File: src/rtl/loader_pkg.sv
// Shared constants for the instruction-memory loader.
// Frame sync byte, FSM state encoding and error codes.
package loader_pkg;

    localparam logic [7:0] SYNC_BYTE = 8'hA5;

    typedef enum logic [2:0] {
        ST_IDLE,
        ST_COUNT,
        ST_DATA,
        ST_CHK,
        ST_DONE,
        ST_ERROR
    } state_e;

    typedef enum logic [1:0] {
        ERR_NONE    = 2'b00,
        ERR_COUNT   = 2'b01,
        ERR_CHK     = 2'b10,
        ERR_TIMEOUT = 2'b11
    } err_e;

endpackage

File: src/rtl/imem_loader_if.sv
// Byte-stream input and instruction-memory write port bundle.
// master = byte source / memory side, slave = the loader.
interface imem_loader_if #(
    parameter int ADDR_W = 7
);
    logic              in_valid;
    logic [7:0]        in_data;
    logic              in_ready;
    logic              mem_we;
    logic [ADDR_W-1:0] mem_addr;
    logic [31:0]       mem_wdata;

    modport master (
        output in_valid,
        output in_data,
        input  in_ready,
        input  mem_we,
        input  mem_addr,
        input  mem_wdata
    );

    modport slave (
        input  in_valid,
        input  in_data,
        output in_ready,
        output mem_we,
        output mem_addr,
        output mem_wdata
    );
endinterface

File: src/rtl/loader_timeout.sv
// Inter-byte idle counter for the loader.
// Pulses expire_o when the idle limit is hit; TIMEOUT_CYC = 0 disables it.
module loader_timeout #(
    parameter logic [15:0] TIMEOUT_CYC = 16'd50000
) (
    input  logic clock_i,
    input  logic reset_ni,
    input  logic clr_i,
    input  logic en_i,
    output logic expire_o
);
    localparam logic        ENABLED = (TIMEOUT_CYC != 16'd0);
    localparam logic [15:0] LAST    = TIMEOUT_CYC - 16'd1;

    logic [15:0] cnt_q, cnt_d;

    // Next count: clear has priority, otherwise count while enabled.
    always_comb begin
        cnt_d = cnt_q;
        if (clr_i || !ENABLED) begin
            cnt_d = '0;
        end else if (en_i) begin
            cnt_d = cnt_q + 16'd1;
        end
    end

    assign expire_o = ENABLED && en_i && !clr_i && (cnt_q == LAST);

    // Counter register with synchronous reset.
    always_ff @(posedge clock_i) begin
        if (!reset_ni) begin
            cnt_q <= '0;
        end else begin
            cnt_q <= cnt_d;
        end
    end

endmodule

File: src/rtl/imem_loader.sv
// Framed serial-to-instruction-memory loader.
// Parses SYNC/COUNT/DATA/CHK frames and writes 32-bit words.
module imem_loader
    import loader_pkg::*;
#(
    parameter int          ADDR_W      = 7,
    parameter int          DEPTH       = 128,
    parameter logic [15:0] TIMEOUT_CYC = 16'd50000
) (
    input  logic            clock,
    input  logic            reset_n,
    imem_loader_if.slave    bus,
    output logic            cpu_hold,
    output logic            done,
    output logic            error,
    output logic [1:0]      err_code,
    output logic [ADDR_W:0] words_loaded
);
    localparam int CW = ADDR_W + 1;

    state_e            state_q, state_d;
    logic [CW-1:0]     n_q, n_d;
    logic [CW-1:0]     words_q, words_d;
    logic [1:0]        bidx_q, bidx_d;
    logic [31:0]       word_q, word_d;
    logic [7:0]        chk_q, chk_d;
    logic              we_q, we_d;
    logic [ADDR_W-1:0] addr_q, addr_d;
    logic [31:0]       wdata_q, wdata_d;
    logic              done_q, done_d;
    logic              error_q, error_d;
    err_e              err_q, err_d;

    logic              accept;
    logic              busy;
    logic              expire;
    logic [31:0]       word_nx;

    assign bus.in_ready = 1'b1;
    assign accept       = bus.in_valid & bus.in_ready;
    assign busy         = state_q inside {ST_COUNT, ST_DATA, ST_CHK};
    assign word_nx      = {word_q[23:0], bus.in_data};

    loader_timeout #(
        .TIMEOUT_CYC(TIMEOUT_CYC)
    ) u_timeout (
        .clock_i  (clock),
        .reset_ni (reset_n),
        .clr_i    (accept | ~busy),
        .en_i     (busy),
        .expire_o (expire)
    );

    // Frame parser: next state, word assembly, checksum and write strobe.
    always_comb begin
        state_d = state_q;
        n_d     = n_q;
        words_d = words_q;
        bidx_d  = bidx_q;
        word_d  = word_q;
        chk_d   = chk_q;
        we_d    = 1'b0;
        addr_d  = addr_q;
        wdata_d = wdata_q;
        done_d  = done_q;
        error_d = error_q;
        err_d   = err_q;

        unique case (state_q)
            ST_IDLE, ST_DONE, ST_ERROR: begin
                if (accept && bus.in_data == SYNC_BYTE) begin
                    state_d = ST_COUNT;
                    done_d  = 1'b0;
                    error_d = 1'b0;
                    err_d   = ERR_NONE;
                    words_d = '0;
                    chk_d   = '0;
                    bidx_d  = '0;
                end
            end
            ST_COUNT: begin
                if (accept) begin
                    if (bus.in_data == 8'd0 ||
                        32'(bus.in_data) > DEPTH) begin
                        state_d = ST_ERROR;
                        error_d = 1'b1;
                        err_d   = ERR_COUNT;
                    end else begin
                        n_d     = CW'(bus.in_data);
                        bidx_d  = '0;
                        state_d = ST_DATA;
                    end
                end
            end
            ST_DATA: begin
                if (accept) begin
                    word_d = word_nx;
                    chk_d  = chk_q ^ bus.in_data;
                    bidx_d = bidx_q + 2'd1;
                    if (bidx_q == 2'd3) begin
                        we_d    = 1'b1;
                        addr_d  = words_q[ADDR_W-1:0];
                        wdata_d = word_nx;
                        words_d = words_q + CW'(1);
                        if (words_q + CW'(1) == n_q) begin
                            state_d = ST_CHK;
                        end
                    end
                end
            end
            ST_CHK: begin
                if (accept) begin
                    if (bus.in_data == chk_q) begin
                        state_d = ST_DONE;
                        done_d  = 1'b1;
                    end else begin
                        state_d = ST_ERROR;
                        error_d = 1'b1;
                        err_d   = ERR_CHK;
                    end
                end
            end
            default: begin
                state_d = ST_IDLE;
            end
        endcase

        // expire only fires in a busy state with no byte this cycle
        if (expire) begin
            state_d = ST_ERROR;
            error_d = 1'b1;
            err_d   = ERR_TIMEOUT;
        end
    end

    // State and datapath registers with synchronous reset.
    always_ff @(posedge clock) begin
        if (!reset_n) begin
            state_q <= ST_IDLE;
            n_q     <= '0;
            words_q <= '0;
            bidx_q  <= '0;
            word_q  <= '0;
            chk_q   <= '0;
            we_q    <= 1'b0;
            addr_q  <= '0;
            wdata_q <= '0;
            done_q  <= 1'b0;
            error_q <= 1'b0;
            err_q   <= ERR_NONE;
        end else begin
            state_q <= state_d;
            n_q     <= n_d;
            words_q <= words_d;
            bidx_q  <= bidx_d;
            word_q  <= word_d;
            chk_q   <= chk_d;
            we_q    <= we_d;
            addr_q  <= addr_d;
            wdata_q <= wdata_d;
            done_q  <= done_d;
            error_q <= error_d;
            err_q   <= err_d;
        end
    end

    assign bus.mem_we    = we_q;
    assign bus.mem_addr  = addr_q;
    assign bus.mem_wdata = wdata_q;
    assign cpu_hold      = busy;
    assign done          = done_q;
    assign error         = error_q;
    assign err_code      = err_q;
    assign words_loaded  = words_q;

endmodule

File: src/flat_wrapper.sv
// flat-port wrapper written by rule: the top's interface ports become plain ports
module imem_loader_flat import loader_pkg::*;
#(
    parameter int          ADDR_W      = 7,
    parameter int          DEPTH       = 128,
    parameter logic [15:0] TIMEOUT_CYC = 16'd50000
)
  (clock, reset_n, cpu_hold, done, error, err_code, words_loaded, bus_in_valid, bus_in_data, bus_in_ready, bus_mem_we, bus_mem_addr, bus_mem_wdata);
  imem_loader_if #(.ADDR_W(ADDR_W)) bus_i ();
  input  logic clock;
  input  logic reset_n;
  output logic cpu_hold;
  output logic done;
  output logic error;
  output logic [1:0] err_code;
  output logic [ADDR_W:0] words_loaded;
  input wire logic [$bits(bus_i.in_valid)-1:0] bus_in_valid;
  input wire logic [$bits(bus_i.in_data)-1:0] bus_in_data;
  output wire logic [$bits(bus_i.in_ready)-1:0] bus_in_ready;
  output wire logic [$bits(bus_i.mem_we)-1:0] bus_mem_we;
  output wire logic [$bits(bus_i.mem_addr)-1:0] bus_mem_addr;
  output wire logic [$bits(bus_i.mem_wdata)-1:0] bus_mem_wdata;
  assign bus_i.in_valid = bus_in_valid;
  assign bus_i.in_data = bus_in_data;
  assign bus_in_ready = bus_i.in_ready;
  assign bus_mem_we = bus_i.mem_we;
  assign bus_mem_addr = bus_i.mem_addr;
  assign bus_mem_wdata = bus_i.mem_wdata;
  imem_loader #(.ADDR_W(ADDR_W), .DEPTH(DEPTH), .TIMEOUT_CYC(TIMEOUT_CYC)) u_core (.clock(clock), .reset_n(reset_n), .bus(bus_i), .cpu_hold(cpu_hold), .done(done), .error(error), .err_code(err_code), .words_loaded(words_loaded));
endmodule
File: config.mk
export PLATFORM = sky130hd
export DESIGN_NAME = imem_loader_flat
export DESIGN_NICKNAME = d
export VERILOG_FILES = /design/src/rtl/loader_pkg.sv /design/src/rtl/imem_loader_if.sv /design/src/rtl/loader_timeout.sv /design/src/rtl/imem_loader.sv /design/src/flat_wrapper.sv
export SDC_FILE = /design/constraint.sdc
export NUM_CORES = 1
export LEC_CHECK = 0
export CELL_PAD_IN_SITES_DETAIL_PLACEMENT = 0
export CELL_PAD_IN_SITES_GLOBAL_PLACEMENT = 1
export CORE_MARGIN = 2
export CORE_UTILIZATION = 47
export DETAILED_ROUTE_END_ITERATION = 16
export DONT_BUFFER_PORTS = 1
export PLACE_DENSITY = 0.8
export REMOVE_ABC_BUFFERS = 1
export SLEW_MARGIN = 5
export SYNTH_ARGS = -nofsm -noshare
export SYNTH_HDL_FRONTEND = slang
export SYNTH_HIERARCHICAL = 1
export SYNTH_SLANG_ARGS = --single-unit
export TNS_END_PERCENT = 10
File: constraint.sdc
create_clock -name clock -period 2.7 [get_ports clock]
set_input_delay 0.27 -clock clock [delete_from_list [all_inputs] [get_ports clock]]
set_output_delay 0.27 -clock clock [all_outputs]
set_load 0.01 [all_outputs]
==> out/results.ini <==
[logic_synthesis]
synth_simple_gate_area_share_pct=26.8
post_synth_xor_area_fraction_pct=2.98
synthDistinctLibCells=64
synthMuxAreaShare_pct=3.01
avgSynthCellArea_um2=8.09
synth_area_leaders=dfxtp_1, nand2_1, a21oi_1
yosys_most_used_dff=dfxtp_1
yosys_warnings=6
synth_top_family_by_area=simple AND/OR/NAND/NOR gates
synth_compound_area_share_pct=15.4
synth_area_um2=4990
async_flop_share_pct=0
synth_seq_area_share_pct=45.3
synth_area_leader_cell=dfxtp_1
synth_fa_ha_area_share_pct=0.953
synth_cells=617
synth_edf_count=0
synth_top_cell_area_share_pct=45.3
ys_ff_latch=113

[setup_path]
startpoint=u_core/state_q[1]
required_ps=3120
cp-endpoint=u_core/state_q[0]
worstSetupEndpointType=flop
criticalPathCategory=flop to flop
cp_max_fo=10
ff2ff_setup_slack_ps=310
cp-start-kind=flop
reg2reg_to=u_core/state_q[0]
path_cells=nor2_1 -> nor2_1 -> nand3_2 -> nor4_1 -> and4bb_1 -> or4_1 -> o311ai_0 -> nor4_2
arrival_ps=2810
r2r_start=u_core/state_q[1]
slowest_delay_ps=510
cpMostUsedCell=nor2_1
reg2regPathDepth=8
critPathSlowestCell=dfxtp_1

[global_routing]
overflow=0
grt_max_degree=40
grt_first_pass_wirelength_um=19400
antenna_found_initial=0
track_usage_pct=21.5
grt_pass1_vias=4084

[clock_tree]
cts_root_buf=clkbuf_8
clk_latency_ps=510
numCtsBuffers=17
h-tree-depth=4
cts_sinks=113
clk_pin_slew_ps=50
clock_path_buffers=2
cts_setup_buffers=0
cts_tree=done
ctsResizeCount=0

[detailed_routing]
route.detailed.drc=0
routed_wl_um=11700
dr.first_iter.drc_count=290
avgViaCountPerCell=5.54
first_pass_iters=4
drt-wirelength-per-cell_um=15.4
antenna_left=0
vias=4210

[placement]
dp_hpwl_um=7230
numPortBuffers=0
globalplace.congestion=0.817

[die]
num_rows=37
initial_core_util_pct=48.3
core_area_um2=10300
io_pins=65
die_area_um2=11500
die_w_um=107
die_h_um=107

[power_and_ir_drop]
power_density_nw_per_um2=722
pwr-share-clk_pct=58.1
p_int_mw=3.31
power.switching_mw=0.828
peakVddDrop_mv=0.376
swShare_pct=20.0
power_frac_comb_pct=1.6
leakagePower_nw=1.87
pwr-share-seq_pct=40.3

[sta]
fin_crit_sh_pct=88.6
rsz0062_at_grt=false
worst_clock_skew_ps=8.74
fin_hold_ws_ps=34.2
slew_violations=0
slew_headroom_pct=49.7
worst_slew_pin_slew_ps=753
hold_viol_final=0
fmax_mhz=418
setup_viol=0
tns_ps=0
period_minus_slack_ps=2390

[outcome]
status=complete, no violations

[final_layout]
syn2layout_area_growth_pct=15.0
drive_gt1_share_pct=9.29
nets=625
n_fill_cell=943
diodes=0

[min_path]
min_path_type=input pin to flop

[flow_run]
drv_cap=0

critical path, delay by kind of cell (launching register included):
family	cells	cell delay (ps)
and+or+nand+nor	7	1650
AOI/OAI and AO/OA	1	150
DFF	1	510
worst min path at each step:
stage                        start               to  slack, ps  cells past startpoint
floorplan                  reset_n     u_core/error        390                      1
global route        bus_in_data[4]  u_core/chk_q[4]          5                      3
detailed placement         reset_n     u_core/error        400                      1
global placement           reset_n     u_core/error        390                      1
CTS                 bus_in_data[4]  u_core/chk_q[4]          2                      3
finish              bus_in_data[4]  u_core/chk_q[4]         30                      3
flip-flops by register name (all words and copies together) (netlist names), 3 cells and up:
signal	cells
u_core/state_q	3
u_core/n_q	8
u_core/u_timeout/cnt_q	16
u_core/chk_q	8
u_core/bus.mem_addr	7
u_core/word_q	24
u_core/bus.mem_wdata	32
u_core/words_loaded	8
synth_stat cells (4+ instances only):
master,count
nand2_1,149
nand2b_1,8
nand3_1,8
or3_1,11
nand4_1,8
nor2b_1,6
mux2i_1,15
xor2_1,9
nor4_1,9
nor2_1,37
nor3_1,5
o21ai_0,23
a21oi_1,90
inv_1,11
xnor2_1,8
buf_6,5
dfxtp_1,113
clkbuf_1,20
or4_1,4
buf_2,14
cell usage in the layout (no fill, tap or decap), drive strengths merged, types with 8 or more instances in the layout:
cell type	n
o21ai	25
clkbuf	20
buf	10
mux2i	15
nor4	11
dfxtp	113
nand3	10
nand4	9
xnor2	8
inv	13
dlygate4sd3	9
a21oi	92
xor2	9
or3	11
nor2	37
nand2	150
nand2b	9
per-stage QoR:
stage,power (mW),cells,cell area [µm²],worst slack (ps),utilization [%]
global route,4.27,760,5740,160,55.6
detailed placement,1.75,719,5010,384,48.5
CTS,4.19,760,5740,349,55.6
finish,4.14,760,5740,308,55.6
floorplan,1.73,573,4760,316,-
global placement,1.75,719,5010,453,48.5
logic make-up (layout without fill, tap and decap cells):
kind of cell | count (synthesis) | after routing
adder cells (fa/ha/maj) | 4 | 4
flip-flops | 113 | 113
AND/OR/NAND/NOR | 275 | 275
other | 1 | 1
XOR/XNOR | 17 | 17
AO/OA/AOI/OAI | 137 | 137
multiplexers | 15 | 15
buffers and inverters | 55 | 62
power by group through the flow:
| stage | registers [mW] | logic [mW] | clock network, mW |
|---|---|---|---|
| floorplan | 1.70 | 0.0298 | 0 |
| global placement | 1.70 | 0.0428 | 0 |
| detailed placement | 1.70 | 0.0435 | 0 |
| CTS | 1.67 | 0.0640 | 2.46 |
| global route | 1.67 | 0.0699 | 2.53 |
| finish | 1.67 | 0.0644 | 2.41 |
metal layers:
layer	routed length, µm	track usage [%]	vias to the layer above
met5	0	0	-
met4	68	8.35	0
met3	583	7.36	4
met2	5580	34.9	97
met1	5440	26.3	2012
li1	-	-	2097
final cells by class:
cell class	instances	area, µm²	share of cell area [%]
clock inverters	12	205	3.58
repair buffers	19	165	2.88
inverters	11	41.3	0.720
multi-input cells	449	2460	42.8
well taps	136	170	2.97
flip-flops and latches	113	2260	39.4
clock buffers	20	435	7.59
timing repair:
item	4_1_cts	5_1_grt
hold buffers	9	0
endpoints found under the setup margin	0	0
hold endpoints to repair	37	0
No activity file was read; power rests on OpenSTA's default activity.
